File: config.mk
export PLATFORM = sky130hd
export DESIGN_NAME = ex_operand_stage
export DESIGN_NICKNAME = d
export VERILOG_FILES = /design/src/rtl/rv32i_pkg.sv /design/src/rtl/operand_fwd_mux.sv /design/src/rtl/ex_operand_stage.sv
export SDC_FILE = /design/constraint.sdc
export NUM_CORES = 1
export LEC_CHECK = 0
export ABC_AREA = 1
export CAP_MARGIN = 5
export CELL_PAD_IN_SITES_DETAIL_PLACEMENT = 1
export CELL_PAD_IN_SITES_GLOBAL_PLACEMENT = 2
export CORE_AREA = 2 2 168 170
export CTS_CLUSTER_DIAMETER = 150
export DETAILED_ROUTE_END_ITERATION = 10
export DIE_AREA = 0 0 170 172
export DONT_BUFFER_PORTS = 1
export HOLD_SLACK_MARGIN = 0.05
export PLACE_DENSITY_LB_ADDON = 0.2
export SLEW_MARGIN = 10
export SYNTH_ARGS = -nofsm -noshare
export SYNTH_HDL_FRONTEND = slang
export SYNTH_SLANG_ARGS = --single-unit
File: constraint.sdc
create_clock -name clk -period 1.9 [get_ports clk]
set_input_delay 0.19 -clock clk [delete_from_list [all_inputs] [get_ports clk]]
set_output_delay 0.19 -clock clk [all_outputs]
set_load 0.005 [all_outputs]
File: src/rtl/rv32i_pkg.sv
// Shared RV32I execute-stage types: widths, shift/ALU encodings, held-entry layout.
package rv32i_pkg;
    localparam int XLEN  = 32;
    localparam int RF_AW = 5;
    localparam int OP_W  = 4;

    typedef enum logic [1:0] {
        SH_SLL = 2'b00,
        SH_SRL = 2'b01,
        SH_SRA = 2'b10
    } shift_sel_e;

    typedef enum logic [OP_W-1:0] {
        ALU_ADD  = 4'h0,
        ALU_SUB  = 4'h1,
        ALU_SLT  = 4'h2,
        ALU_SLTU = 4'h3,
        ALU_XOR  = 4'h4,
        ALU_OR   = 4'h5,
        ALU_AND  = 4'h6,
        ALU_SHF  = 4'h7,
        ALU_LUI  = 4'h8
    } alu_op_e;

    typedef enum logic [1:0] {
        ST_EMPTY = 2'b00,
        ST_HEAD  = 2'b01,
        ST_FULL  = 2'b10
    } stage_state_e;

    typedef struct packed {
        logic [XLEN-1:0]  op_a;
        logic [XLEN-1:0]  op_b;
        shift_sel_e       shift_sel;
        alu_op_e          alu_op;
        logic [RF_AW-1:0] rd_addr;
        logic             rd_we;
    } ex_entry_t;
endpackage

File: src/rtl/operand_fwd_mux.sv
// Resolves one source operand: MEM result, then WB result, then register file; x0 reads 0.
// Purely combinational, no handshake.
module operand_fwd_mux
    import rv32i_pkg::*;
(
    input  logic [RF_AW-1:0] src_addr,
    input  logic [XLEN-1:0]  rf_data,
    input  logic             mem_fwd_we,
    input  logic [RF_AW-1:0] mem_fwd_addr,
    input  logic [XLEN-1:0]  mem_fwd_data,
    input  logic             wb_fwd_we,
    input  logic [RF_AW-1:0] wb_fwd_addr,
    input  logic [XLEN-1:0]  wb_fwd_data,
    output logic [XLEN-1:0]  fwd_data
);
    logic src_nz;

    assign src_nz = (src_addr != '0);

    always_comb begin
        fwd_data = rf_data;
        if (!src_nz)
            fwd_data = '0;
        else if (mem_fwd_we && (mem_fwd_addr == src_addr))
            fwd_data = mem_fwd_data;
        else if (wb_fwd_we && (wb_fwd_addr == src_addr))
            fwd_data = wb_fwd_data;
    end
endmodule

File: src/rtl/ex_operand_stage.sv
// Execute operand register: forwards rs1/rs2 at capture, picks imm/rs2, holds head + skid entry.
// One cycle accept-to-output; in_ready is a registered function of occupancy only.
module ex_operand_stage
    import rv32i_pkg::*;
(
    input  logic             clk,
    input  logic             rst_n,
    input  logic             in_valid,
    output logic             in_ready,
    input  logic [RF_AW-1:0] in_rs1_addr,
    input  logic [RF_AW-1:0] in_rs2_addr,
    input  logic [XLEN-1:0]  in_rs1_data,
    input  logic [XLEN-1:0]  in_rs2_data,
    input  logic [XLEN-1:0]  in_imm,
    input  logic             in_use_imm,
    input  logic [1:0]       in_shift_sel,
    input  logic [OP_W-1:0]  in_alu_op,
    input  logic [RF_AW-1:0] in_rd_addr,
    input  logic             in_rd_we,
    input  logic             flush,
    input  logic             mem_fwd_we,
    input  logic [RF_AW-1:0] mem_fwd_addr,
    input  logic [XLEN-1:0]  mem_fwd_data,
    input  logic             wb_fwd_we,
    input  logic [RF_AW-1:0] wb_fwd_addr,
    input  logic [XLEN-1:0]  wb_fwd_data,
    output logic             out_valid,
    input  logic             out_ready,
    output logic [XLEN-1:0]  operand_a,
    output logic [XLEN-1:0]  operand_b,
    output logic [1:0]       shift_sel,
    output logic [OP_W-1:0]  alu_op,
    output logic [RF_AW-1:0] rd_addr,
    output logic             rd_we
);
    logic [XLEN-1:0] rs1_fwd;
    logic [XLEN-1:0] rs2_fwd;
    ex_entry_t       in_entry;
    ex_entry_t       head_q;
    ex_entry_t       skid_q;
    stage_state_e    state_q;
    logic            in_ready_q;
    logic            out_valid_q;
    logic            accept;
    logic            consume;

    operand_fwd_mux u_fwd_rs1 (
        .src_addr     (in_rs1_addr),
        .rf_data      (in_rs1_data),
        .mem_fwd_we   (mem_fwd_we),
        .mem_fwd_addr (mem_fwd_addr),
        .mem_fwd_data (mem_fwd_data),
        .wb_fwd_we    (wb_fwd_we),
        .wb_fwd_addr  (wb_fwd_addr),
        .wb_fwd_data  (wb_fwd_data),
        .fwd_data     (rs1_fwd)
    );

    operand_fwd_mux u_fwd_rs2 (
        .src_addr     (in_rs2_addr),
        .rf_data      (in_rs2_data),
        .mem_fwd_we   (mem_fwd_we),
        .mem_fwd_addr (mem_fwd_addr),
        .mem_fwd_data (mem_fwd_data),
        .wb_fwd_we    (wb_fwd_we),
        .wb_fwd_addr  (wb_fwd_addr),
        .wb_fwd_data  (wb_fwd_data),
        .fwd_data     (rs2_fwd)
    );

    always_comb begin
        in_entry           = '0;
        in_entry.op_a      = rs1_fwd;
        in_entry.op_b      = in_use_imm ? in_imm : rs2_fwd;
        in_entry.shift_sel = shift_sel_e'(in_shift_sel);
        in_entry.alu_op    = alu_op_e'(in_alu_op);
        in_entry.rd_addr   = in_rd_addr;
        in_entry.rd_we     = in_rd_we;
    end

    assign accept  = in_valid && in_ready_q;
    assign consume = out_valid_q && out_ready;

    // Flush wins over any same-cycle accept or consume; only write enables need killing.
    always_ff @(posedge clk or negedge rst_n) begin
        if (!rst_n) begin
            state_q     <= ST_EMPTY;
            in_ready_q  <= 1'b1;
            out_valid_q <= 1'b0;
            head_q      <= '0;
            skid_q      <= '0;
        end else if (flush) begin
            state_q      <= ST_EMPTY;
            in_ready_q   <= 1'b1;
            out_valid_q  <= 1'b0;
            head_q.rd_we <= 1'b0;
            skid_q.rd_we <= 1'b0;
        end else begin
            unique case (state_q)
                ST_EMPTY: begin
                    if (accept) begin
                        head_q      <= in_entry;
                        state_q     <= ST_HEAD;
                        out_valid_q <= 1'b1;
                    end
                end
                ST_HEAD: begin
                    if (accept && !consume) begin
                        skid_q     <= in_entry;
                        state_q    <= ST_FULL;
                        in_ready_q <= 1'b0;
                    end else if (consume && !accept) begin
                        state_q     <= ST_EMPTY;
                        out_valid_q <= 1'b0;
                    end else if (accept && consume) begin
                        head_q <= in_entry;
                    end
                end
                ST_FULL: begin
                    if (consume) begin
                        head_q     <= skid_q;
                        state_q    <= ST_HEAD;
                        in_ready_q <= 1'b1;
                    end
                end
                default: begin
                    state_q     <= ST_EMPTY;
                    in_ready_q  <= 1'b1;
                    out_valid_q <= 1'b0;
                end
            endcase
        end
    end

    assign in_ready  = in_ready_q;
    assign out_valid = out_valid_q;
    assign operand_a = head_q.op_a;
    assign operand_b = head_q.op_b;
    assign shift_sel = head_q.shift_sel;
    assign alu_op    = head_q.alu_op;
    assign rd_addr   = head_q.rd_addr;
    assign rd_we     = head_q.rd_we;
endmodule
== Word-level counts from Yosys, hierarchy flattened ==
Cells that the tools add are included.
Storage, ports and cells
  flip-flop bits (word level): 156
  output and inout bits: 78
  word-level logic and storage cells: 94
Operators by class
  eq/ne operators: 21
  mux-type cells: 32
  bitwise logic cells: 1
  reductions and logical operators: 25
Operators with widths (number)
  two-way mux 76 bit: 5
  one-hot mux 76 bit (3 select lines): 1
  two-way mux 32 bit: 7
  inequality test 3 bit (second input constant): 7
  == test 5 bit: 4
  inequality test 2 bit (second input constant): 7
  two-way mux 1 bit: 11
  two-way mux 2 bit: 5
  nonzero test 5 bit: 2
  logical AND 1 bit: 9
  AND reduction 3 bit: 3
  AND reduction 7 bit: 1
  one-hot mux 1 bit (3 select lines): 2
  one-hot mux 2 bit (3 select lines): 1
  AND reduction 6 bit: 1
  inequality test 4 bit (second input constant): 1
  AND reduction 4 bit: 1
  nonzero test 2 bit: 2
  nonzero test 4 bit: 1
  nonzero test 3 bit: 1
  == test 2 x 1 -> 1 bit (second input constant): 1
  == test 2 bit (second input constant): 1
  zero test 1 bit: 2
  zero test 2 bit: 1
  other kinds (2): 2

== Depth between registers and ports, before layout ==
Gate-level depths: netlist of the first run.
  depth in word-level cells: 11
  gate-level depth with buffers: 12

== Modules after synthesis ==
From an unflattened synthesis of the first run, not the netlist that was laid out.
Unflattened totals
  cells, all modules: 1631
  area total of the unflattened synthesis: 10466.3 µm²
By module, submodules not included
  ex_operand_stage: instances 1, cells each 1033, area each 7643.6 µm², sequential area each 3905.0 µm²
  operand_fwd_mux: instances 2, cells each 299, area each 1411.4 µm², sequential area each 0.0 µm²

== Worst setup path after synthesis of the first run ==
Ideal clock, no wire load.
  kind: register to register
  start: reg in_ready_q (netlist: in_ready)
  end: reg head_q, in the netlist operand_b[26]
  setup time: 0.065 ns
  arrival: 1.490 ns
  required time: 1.835 ns
  slack: 0.345 ns
  cell stages (with the launch flop): 11
  cells stage by stage: dfstp_2 nand2_1 nor2_1 nand2_1 nand2_1 nand3_1 buf_2 buf_2 nor2_1 nand2_1 nand2_1
Between the ends
  cells in the longest elaborated chain, start to end: 5
  elaborated cells between the ends (all ways): 10
  classes of those cells: 4 x eq/ne; 6 x reduce/logical
RTL lines
  start: declaration: line ex_operand_stage.sv:42  | logic in_ready_q;
  start signal: assignment: line ex_operand_stage.sv:88  | in_ready_q <= 1'b1;
  start signal: assignment: line ex_operand_stage.sv:94  | in_ready_q <= 1'b1;
  start signal: assignment: line ex_operand_stage.sv:111  | in_ready_q <= 1'b0;
  logical AND 1 bit *: line ex_operand_stage.sv:81  | assign accept = in_valid && in_ready_q;
  zero test 1 bit: line ex_operand_stage.sv:112  | end else if (consume && !accept) begin
  logical AND 1 bit: line ex_operand_stage.sv:112
  inequality test 2 bit (no line)
  AND reduction 7 bit (no line) *
  end signal: assignment: line ex_operand_stage.sv:102  | head_q <= in_entry;
  end signal: assignment: line ex_operand_stage.sv:116  | head_q <= in_entry;
  end signal: assignment: line ex_operand_stage.sv:121  | head_q <= skid_q;
  end: declaration: line ex_operand_stage.sv:39  | ex_entry_t head_q;
Every way passes the cells marked *; elsewhere a longest branch is shown, timed or not.
A chain may end at the register's enable or synchronous reset.

== Worst setup path after layout of the first run ==
  start: reg in_ready_q (netlist: in_ready)
  end: reg head_q, in the netlist shift_sel[0]
Same word-level chain as after synthesis.

==> results by stage, run 1 <==
Route:
- The number of nets still failing antenna checks after routing is 0.
- The ratio of routed vias to standard cells is 5.18.
- The final routed DRC violation total is 0.
- The detailed-route wire length is 35.1 mm.
- In the final routed layout, each cell accounts on average for 19.7 um.
- The routed layout has 9,229 vias.
- Before antenna repair, the detailed router went through 4 iterations.
- The number of violations reported at the end of detailed-routing iteration 0 is 515.

Worst setup path:
- The critical path contains buffers and inverters numbering 2 combined.
- The startpoint type of the worst setup path is a flop.
- Grouping stages by cell kind, the critical path spends the most delay in simple AND/OR/NAND/NOR gates.
- The critical path is of the flop to flop type.
- Data on the critical path arrives at its endpoint at 2.15 ns.
- The required time at the endpoint of the critical path is 2.25 ns.
- The maximum fanout encountered on the critical timing path is 22.
- Traced cell by cell, the critical path runs through nand2_2 > nor2_2 > a21oi_1 > nand2_1 > nand3_4 > inv_1 > buf_12 > nor2_1 > a31oi_1.
- The worst setup path is captured at a flop.
- The largest stage delay on the critical path is 0.57 ns.
- The cell with the biggest individual delay on the critical path is dfstp_2.

CTS:
- The clock insertion delay at the later pin of the skew report is 0.44 ns.
- The clock tree buffer depth is 2.
- The CTS tree is done.
- Buffers inserted to repair hold after CTS numbered 69.
- The clock transition at the registers of the reported paths is 0.08 ns.
- The cell sitting at the root of the clock tree is a clkbuf_16.
- The clock drives 156 sinks.
- The total clock buffers created by CTS is 17.
- The H-tree depth reported by CTS is 4.

Yosys:
- The flop and latch count out of synthesis is 156.
- Of the post-synthesis cell area, the dominant cell type holds 0.422.
- The cell count after synthesis is 1,399.
- The per-instance average area after synthesis is 6.57 um2.
- In the post-synthesis netlist, the biggest area contributors are dfrtp_1, nand2_1, nor2_1.
- Summed over all instances, the cell type with the most area after synthesis is dfrtp_1.
- When the netlist entered floorplanning its net count stood at 1,599.
- The post-synthesis sequential area ratio is 0.425.
- The post-synthesis cell type count is 27.
- The mapped netlist covers 0.00919 mm2.
- The total of warnings raised by yosys is 0.

Run:
- Max-cap violations in this run came to 0.

Die:
- The number of placement rows is 61.
- Measured along the x axis, the die boundary spans 170 um.
- The die is 172 um tall.
- The full die area is 0.0292 mm2.
- The initial cell density of the core is 0.335.
- The core region is 0.0275 mm2.
- In this run the count of I/O pins placed on the die edge is 278.

Run status:
- The run finished, with violations left.
- The checks that failed: hold timing.

Power:
- Dividing total power by cell area gives a power density of 1120 mW/mm2.
- The worst-case IR drop observed on VDD is 0.620 mV.
- The leakage power figure is 5.68 nW.

Placed design:
- In this run, placement finished with an instance count of 1,676.
- Detailed placement finished with a half-perimeter wire length of 24.4 mm.
- The number of input and output port buffers inserted is 0.
- The congestion estimate from routability-driven global placement came to 0.901.

Layout:
- The area overhead of the layout relative to synthesis is 18.8%.
- In the final design database the tool counted 1,619 nets.
- The commonest non-fill, non-tap cell in the layout is nand2_1.
- Of the cells placed in the final design, the portion with a size suffix greater than 1 is 0.0601.
- Leaving out filler cells and counting taps, the final layout contains 1,780.
- Leaving out fill and tap cells, the most frequent cells in the layout are nand2_1, nor2_1, dfrtp_1.

Global route:
- The number of antenna violations at the first check in global routing is 2.
- The sum of overflow across all layers after global routing is 0.
- The global-route wire length before repair is 54.1 mm.
- The via count of the first global-routing pass is 9,547.
- Across every metal layer, demand over resource in global routing totals 0.242.
- The maximum number of pins on one net before global-route repair is 157.

STA:
- The minimum period implied by the final worst setup slack is 1.80 ns.
- Setup violations remaining at the end of the flow were counted as 0.
- The clock arrives with 0.0146 ns of skew.
- For this run, the top clock speed supported by timing is 555 MHz.
- The tightest hold path in the finished design has a slack of -0.548 ns.
- The post-route clock period utilization is 0.949.
- The count of final hold-check violations is 156.
- The max-slew violation count is 0.
- The headroom to the max-slew limit is 0.685.
- At the pin with the least slew margin, the transition time is 0.473 ns.

Hold path:
- The min-delay analysis places its worst path in the category primary input to asynchronous set/reset pin.
## cell usage after synthesis
cell / n
buf_6: 3
inv_1: 27
nand3_2: 2
buf_4: 4
nand3_1: 132
buf_1: 1
inv_2: 8
nor3_1: 2
or2_2: 3
nand4_1: 33
xor2_1: 1
a22oi_2: 1
o21ai_0: 5
nand2_1: 525
a21oi_1: 9
dfrtp_1: 155
nor2_4: 2
nor2_1: 316
buf_2: 62
o21bai_1: 1
o21ai_1: 36
dfstp_2: 1
nor3_2: 2
clkbuf_1: 21
nand3_4: 1
a31oi_1: 43
nor2_2: 3
## logic make-up after synthesis
kind of cell              share of synthesized area
AOI/OAI and AO/OA                            0.0587
xor gates and xnor gates                   0.000953
and+or+nand+nor                               0.452
buffers and inverters                        0.0640
DFF                                           0.425
## path summary, 6_finish.rpt
kind / startpoint / endpoint / slack [ns] / cells after the start
setup / recovery: in_ready$_DFFE_PN1P_ / shift_sel[0]$_DFFE_PN0P_ / 0.1 / 9
hold / removal: rst_n / operand_a[29]$_DFFE_PN0P_ / -0.55 / 0
setup reg to reg: in_ready$_DFFE_PN1P_ / shift_sel[0]$_DFFE_PN0P_ / 0.1 / 9
hold reg to reg: skid_q[8]$_DFFE_PN0P_ / skid_q[8]$_DFFE_PN0P_ / 0.48 / 2
max in group asynchronous: rst_n / in_ready$_DFFE_PN1P_ / 2.16 / 0
min in group clk: in_rs1_data[9] / skid_q[53]$_DFFE_PN0P_ / 0.06 / 4
## power by group
part,switching [W],total [W],internal [W]
logic,0.00163,0.00280,0.00117
registers,0.00105,0.00581,0.00477
clock network,0.00159,0.00359,0.00200
total,0.00427,0.0122,0.00794
## layout make-up
type / instances / area (um2)
Antenna cell: 2 / 5.00
Clock buffer: 18 / 429
Clock inverter: 14 / 179
Fill cell: 3505 / 16600
Inverter: 35 / 131
Multi-Input combinational cell: 1117 / 4760
Sequential cell: 156 / 3910
Tap cell: 346 / 433
Timing Repair Buffer: 92 / 1070
## stage by stage
| step | utilization | TNS, ns | instance area [um2] | setup slack, ns | total power, W |
|---|---|---|---|---|---|
| CTS | 0.397 | 0 | 10900 | 0.0616 | 0.0123 |
| global placement | 0.349 | 0 | 9590 | 0.178 | 0.00842 |
| finish | 0.397 | 0 | 10900 | 0.0968 | 0.0122 |
| global route | 0.397 | -0.0235 | 10900 | -0.0134 | 0.0131 |
| floorplan | - | 0 | 9190 | 0.345 | 0.00762 |
| detailed placement | 0.349 | 0 | 9590 | 0.0863 | 0.00855 |
## routing by layer
metal	global-route usage	share of wire	vias up
met5	0	0	-
met4	0.0680	0.019	0
met3	0.0764	0.074	37
met2	0.420	0.49	218
met1	0.290	0.42	4471
li1	-	-	4503
## what timing repair did
item                       4_1_cts  5_1_grt
hold endpoints to repair       260      156
gates resized for setup          0        3
setup endpoints to repair        0       77
buffers inserted                 0        1
## state kept, by name, summed over array words and instances, names as in the netlist
name and cells:
alu_op 4, in_ready 1, operand_a 32, operand_b 32, out_valid 1, rd_addr 5
rd_we 1, shift_sel 2, skid_q 76, state_q 2
No activity file was read; power rests on OpenSTA's default activity.
==> run 2, diff against run 1 <==
--- a/config.mk
+++ b/config.mk
@@ -9,10 +9,10 @@
 export CAP_MARGIN = 5
 export CELL_PAD_IN_SITES_DETAIL_PLACEMENT = 1
 export CELL_PAD_IN_SITES_GLOBAL_PLACEMENT = 2
-export CORE_AREA = 2 2 168 170
+export CORE_AREA = 2 2 200 143
 export CTS_CLUSTER_DIAMETER = 150
 export DETAILED_ROUTE_END_ITERATION = 10
-export DIE_AREA = 0 0 170 172
+export DIE_AREA = 0 0 202 145
 export DONT_BUFFER_PORTS = 1
 export HOLD_SLACK_MARGIN = 0.05
 export PLACE_DENSITY_LB_ADDON = 0.2
==> run 2 against run 1 <==
The flow still finishes with violations (hold timing). Count of clock-buffer cells in the layout decreased by 1. Register-to-register slack hardly changed. Global-route usage rose by 1.0 points. Worst setup slack worse by 0.013 ns. Routed wire length grew 5.8%. Design area grew 0.25%. Clock skew hardly changed. Die area is 0.17% higher. Clock power fell by 4%. Sequential cell count stayed put. Combinational power rose by 4%. Critical path type unchanged.
==> results by stage, run 2 (synthesized netlist as in run 1, its figures left out) <==
Run status:
- The run finished, with violations left.
- The final reports fail on hold timing.

Run:
- The tool flagged a number of max-cap violations equal to 0.

Worst setup path:
- In this design, the stage delay of the slowest critical-path cell is 0.56 ns.
- Along the worst path, the maximum fanout reaches 27.
- The number of buffers and inverters on the critical path is 3.
- The number of cell instances on the worst register-to-register path is 10.
- The slack of the worst reg-to-reg path is 0.08 ns.
- The launch instance of the worst register-to-register path is in_ready$_DFFE_PN1P_.
- The required time at the endpoint of the critical path is 2.24 ns.
- The data arrival time of the critical path is 2.15 ns.
- STA classifies the critical path startpoint as a flop.
- In this run the critical register-to-register path is captured at operand_a[15]$_DFFE_PN0P_.
- The cell that appears most often on the critical path is nand2_1.
- The cell with the biggest individual delay on the critical path is dfstp_2.
- The critical path goes through nand2_2 > nor2_4 > a21oi_1 > nand2_1 > nand3_4 > buf_4 > buf_12 > clkbuf_16 > nand2_1 > nand2_1.
- The start-to-end type of the worst setup path is flop to flop.
- On the critical path the largest part of the delay comes from simple AND/OR/NAND/NOR gates.
- STA classifies the critical path endpoint as a flop.

STA:
- The worst setup margin is 0.0843 ns.
- Setup violations remaining at the end of the flow were counted as 0.
- The slew at the pin with the worst max-slew slack is 0.513 ns.
- The max-slew violation count is 0.
- The count of final hold-check violations is 156.
- Of the available clock period, the critical path in the final layout requires 0.956.
- The headroom to the max-slew limit is 0.658.
- The final worst clock skew is 0.0145 ns.
- The maximum achievable frequency is 551 MHz.
- The worst path needs 1.82 ns of the cycle, external delays included.
- On the final layout, the worst hold slack is -0.562 ns.

Route:
- The number of violations reported at the end of detailed-routing iteration 0 is 649.
- The detailed router placed 9,284 vias in this run.
- The detailed-router iteration count before antenna repair is 5.
- After detailed routing, the total wire length is 37.1 mm.
- The detail route stage leaves a number of antenna-violating nets equal to 0.
- The mean routed wirelength per cell is 20.4 um.
- For this run, design rule violations remaining after detail routing come to 0.
- The ratio of routed vias to standard cells is 5.11.

Layout:
- Leaving out filler cells and counting taps, the final layout contains 1,816.
- The flip-flop count of the largest register, all copies and words added is 76.
- The commonest non-fill, non-tap cell in the layout is nand2_1.
- The area overhead of the layout relative to synthesis is 19.1%.
- The proportion of layout cells with a drive suffix above 1 is 0.0728.
- The library cells used most frequently in the layout, excluding fill and tap cells, are nand2_1, nor2_1, dfrtp_1.
- skid_q holds more flip-flops than any other register.
- The net count reported at finish is 1,629.

CTS:
- The total clock buffers created by CTS is 17.
- The cell at the root of the clock tree is clkbuf_16.
- The clock insertion delay at the later pin of the skew report is 0.45 ns.
- After clock tree synthesis, the flow added hold-fix buffers numbering 61.
- No sink is reached through more buffers than the 2 on the longest clock path.
- The clock transition at the registers of the reported paths is 0.07 ns.
- The H-tree was split into 4 levels.
- Counting every sink on the clock net gives 156.
- TritonCTS built the clock tree.

Power:
- The leakage power figure is 5.71 nW.
- The worst vdd rail ir drop is 0.653 mV.
- Power spread over the standard cell area amounts to 1110 mW/mm2.

Global route:
- Entering global routing, the biggest net connects 157 pins.
- In the global route stage, overall resource usage came out at 0.253.
- The global-route wire length before repair is 56.4 mm.
- The via count of the first global-routing pass is 9,200.
- The sum of overflow across all layers after global routing is 0.
- The number of antenna violations at the first check in global routing is 5.

Die:
- The floorplan step defined a die boundary enclosing 0.0293 mm2.
- The region available for standard cell placement spans 0.0274 mm2.
- The total I/O pin count is 278.
- The number of placement rows is 51.
- In this run the horizontal extent of the chip is 202 um.
- The initial cell density of the core is 0.336.
- Measured along the y axis, the die boundary spans 145 um.

Placed design:
- Timing analysis after detailed placement gives a worst setup slack of 0.0742 ns.
- The final weighted congestion in routability-driven placement is 0.947.
- The number of cells after detailed placement is 1,713.
- The HPWL reported at the end of detailed placement is 27.2 mm.
- In this run the tool buffered the top-level ports with 0 buffer cells.

Hold path:
- The classification of the worst-slack hold path is primary input to asynchronous set/reset pin.
run 2: cell count changes in the layout (fill, tap and decap cells not counted), sizes merged:
cell / before / now
buf: 24 / 40
dlygate4sd3: 68 / 60
clkinv: 5 / 7
bufinv: 2 / 1
clkbuf: 18 / 19
diode: 2 / 3
run 2: cell type report:
cell class              count  area, um2
multi-input cells        1117       4750
fillers                  3477      16400
repair buffers            102       1110
clock buffers              17        425
diodes                      3       7.51
flip-flops and latches    156       3910
clock inverters            15        155
well taps                 371        464
inverters                  35        131
run 2: how the worst max path moves through the flow:
stage | startpoint | endpoint | slack [ns] | cells after the start
finish | in_ready$_DFFE_PN1P_ | operand_a[15]$_DFFE_PN0P_ | 0.08 | 10
CTS | in_ready$_DFFE_PN1P_ | shift_sel[0]$_DFFE_PN0P_ | 0.07 | 9
global placement | in_ready$_DFFE_PN1P_ | operand_b[30]$_DFFE_PN0P_ | 0.16 | 9
floorplan | in_ready$_DFFE_PN1P_ | operand_b[26]$_DFFE_PN0P_ | 0.35 | 10
detailed placement | in_ready$_DFFE_PN1P_ | shift_sel[0]$_DFFE_PN0P_ | 0.07 | 9
global route | in_ready$_DFFE_PN1P_ | operand_a[18]$_DFFE_PN0P_ | -0.04 | 10
run 2: worst register-to-register path, stage by stage (launching register included):
cell,delay (ns)
dfstp_2,0.56
nand2_2,0.12
nor2_4,0.12
a21oi_1,0.07
nand2_1,0.14
nand3_4,0.10
buf_4,0.15
buf_12,0.12
clkbuf_16,0.19
nand2_1,0.09
nand2_1,0.05
run 2: metrics by stage:
| stage | power [W] | hold slack (ns) | utilization | cell area (um2) | TNS, ns |
|---|---|---|---|---|---|
| global placement | 0.00835 | -0.102 | 0.351 | 9600 | 0 |
| floorplan | 0.00762 | -0.106 | - | 9190 | 0 |
| finish | 0.0122 | -0.562 | 0.400 | 10900 | 0 |
| detailed placement | 0.00852 | -0.102 | 0.351 | 9600 | 0 |
| CTS | 0.0122 | -0.585 | 0.395 | 10800 | 0 |
| global route | 0.0131 | -0.590 | 0.400 | 10900 | -0.904 |
run 2: where the power goes:
part           total, W  internal, W  switching (W)  leakage, nW
sequential      0.00582      0.00477        0.00105         1.90
combinational   0.00290      0.00123        0.00167         3.53
clock           0.00346      0.00185        0.00161        0.282
run 2: repair_timing:
action                                  CTS  global route
endpoints found under the setup margin    0           100
setup buffers                             0             5
hold endpoints to repair                250           156
resized for setup                         0             7
run 2: per-layer routing:
layer / up-vias / track usage / part of all wire
li1: 4515 / - / -
met3: 49 / 0.0580 / 0.057
met1: 4462 / 0.378 / 0.50
met5: - / 0 / 0.00062
met2: 254 / 0.358 / 0.42
met4: 4 / 0.0765 / 0.023
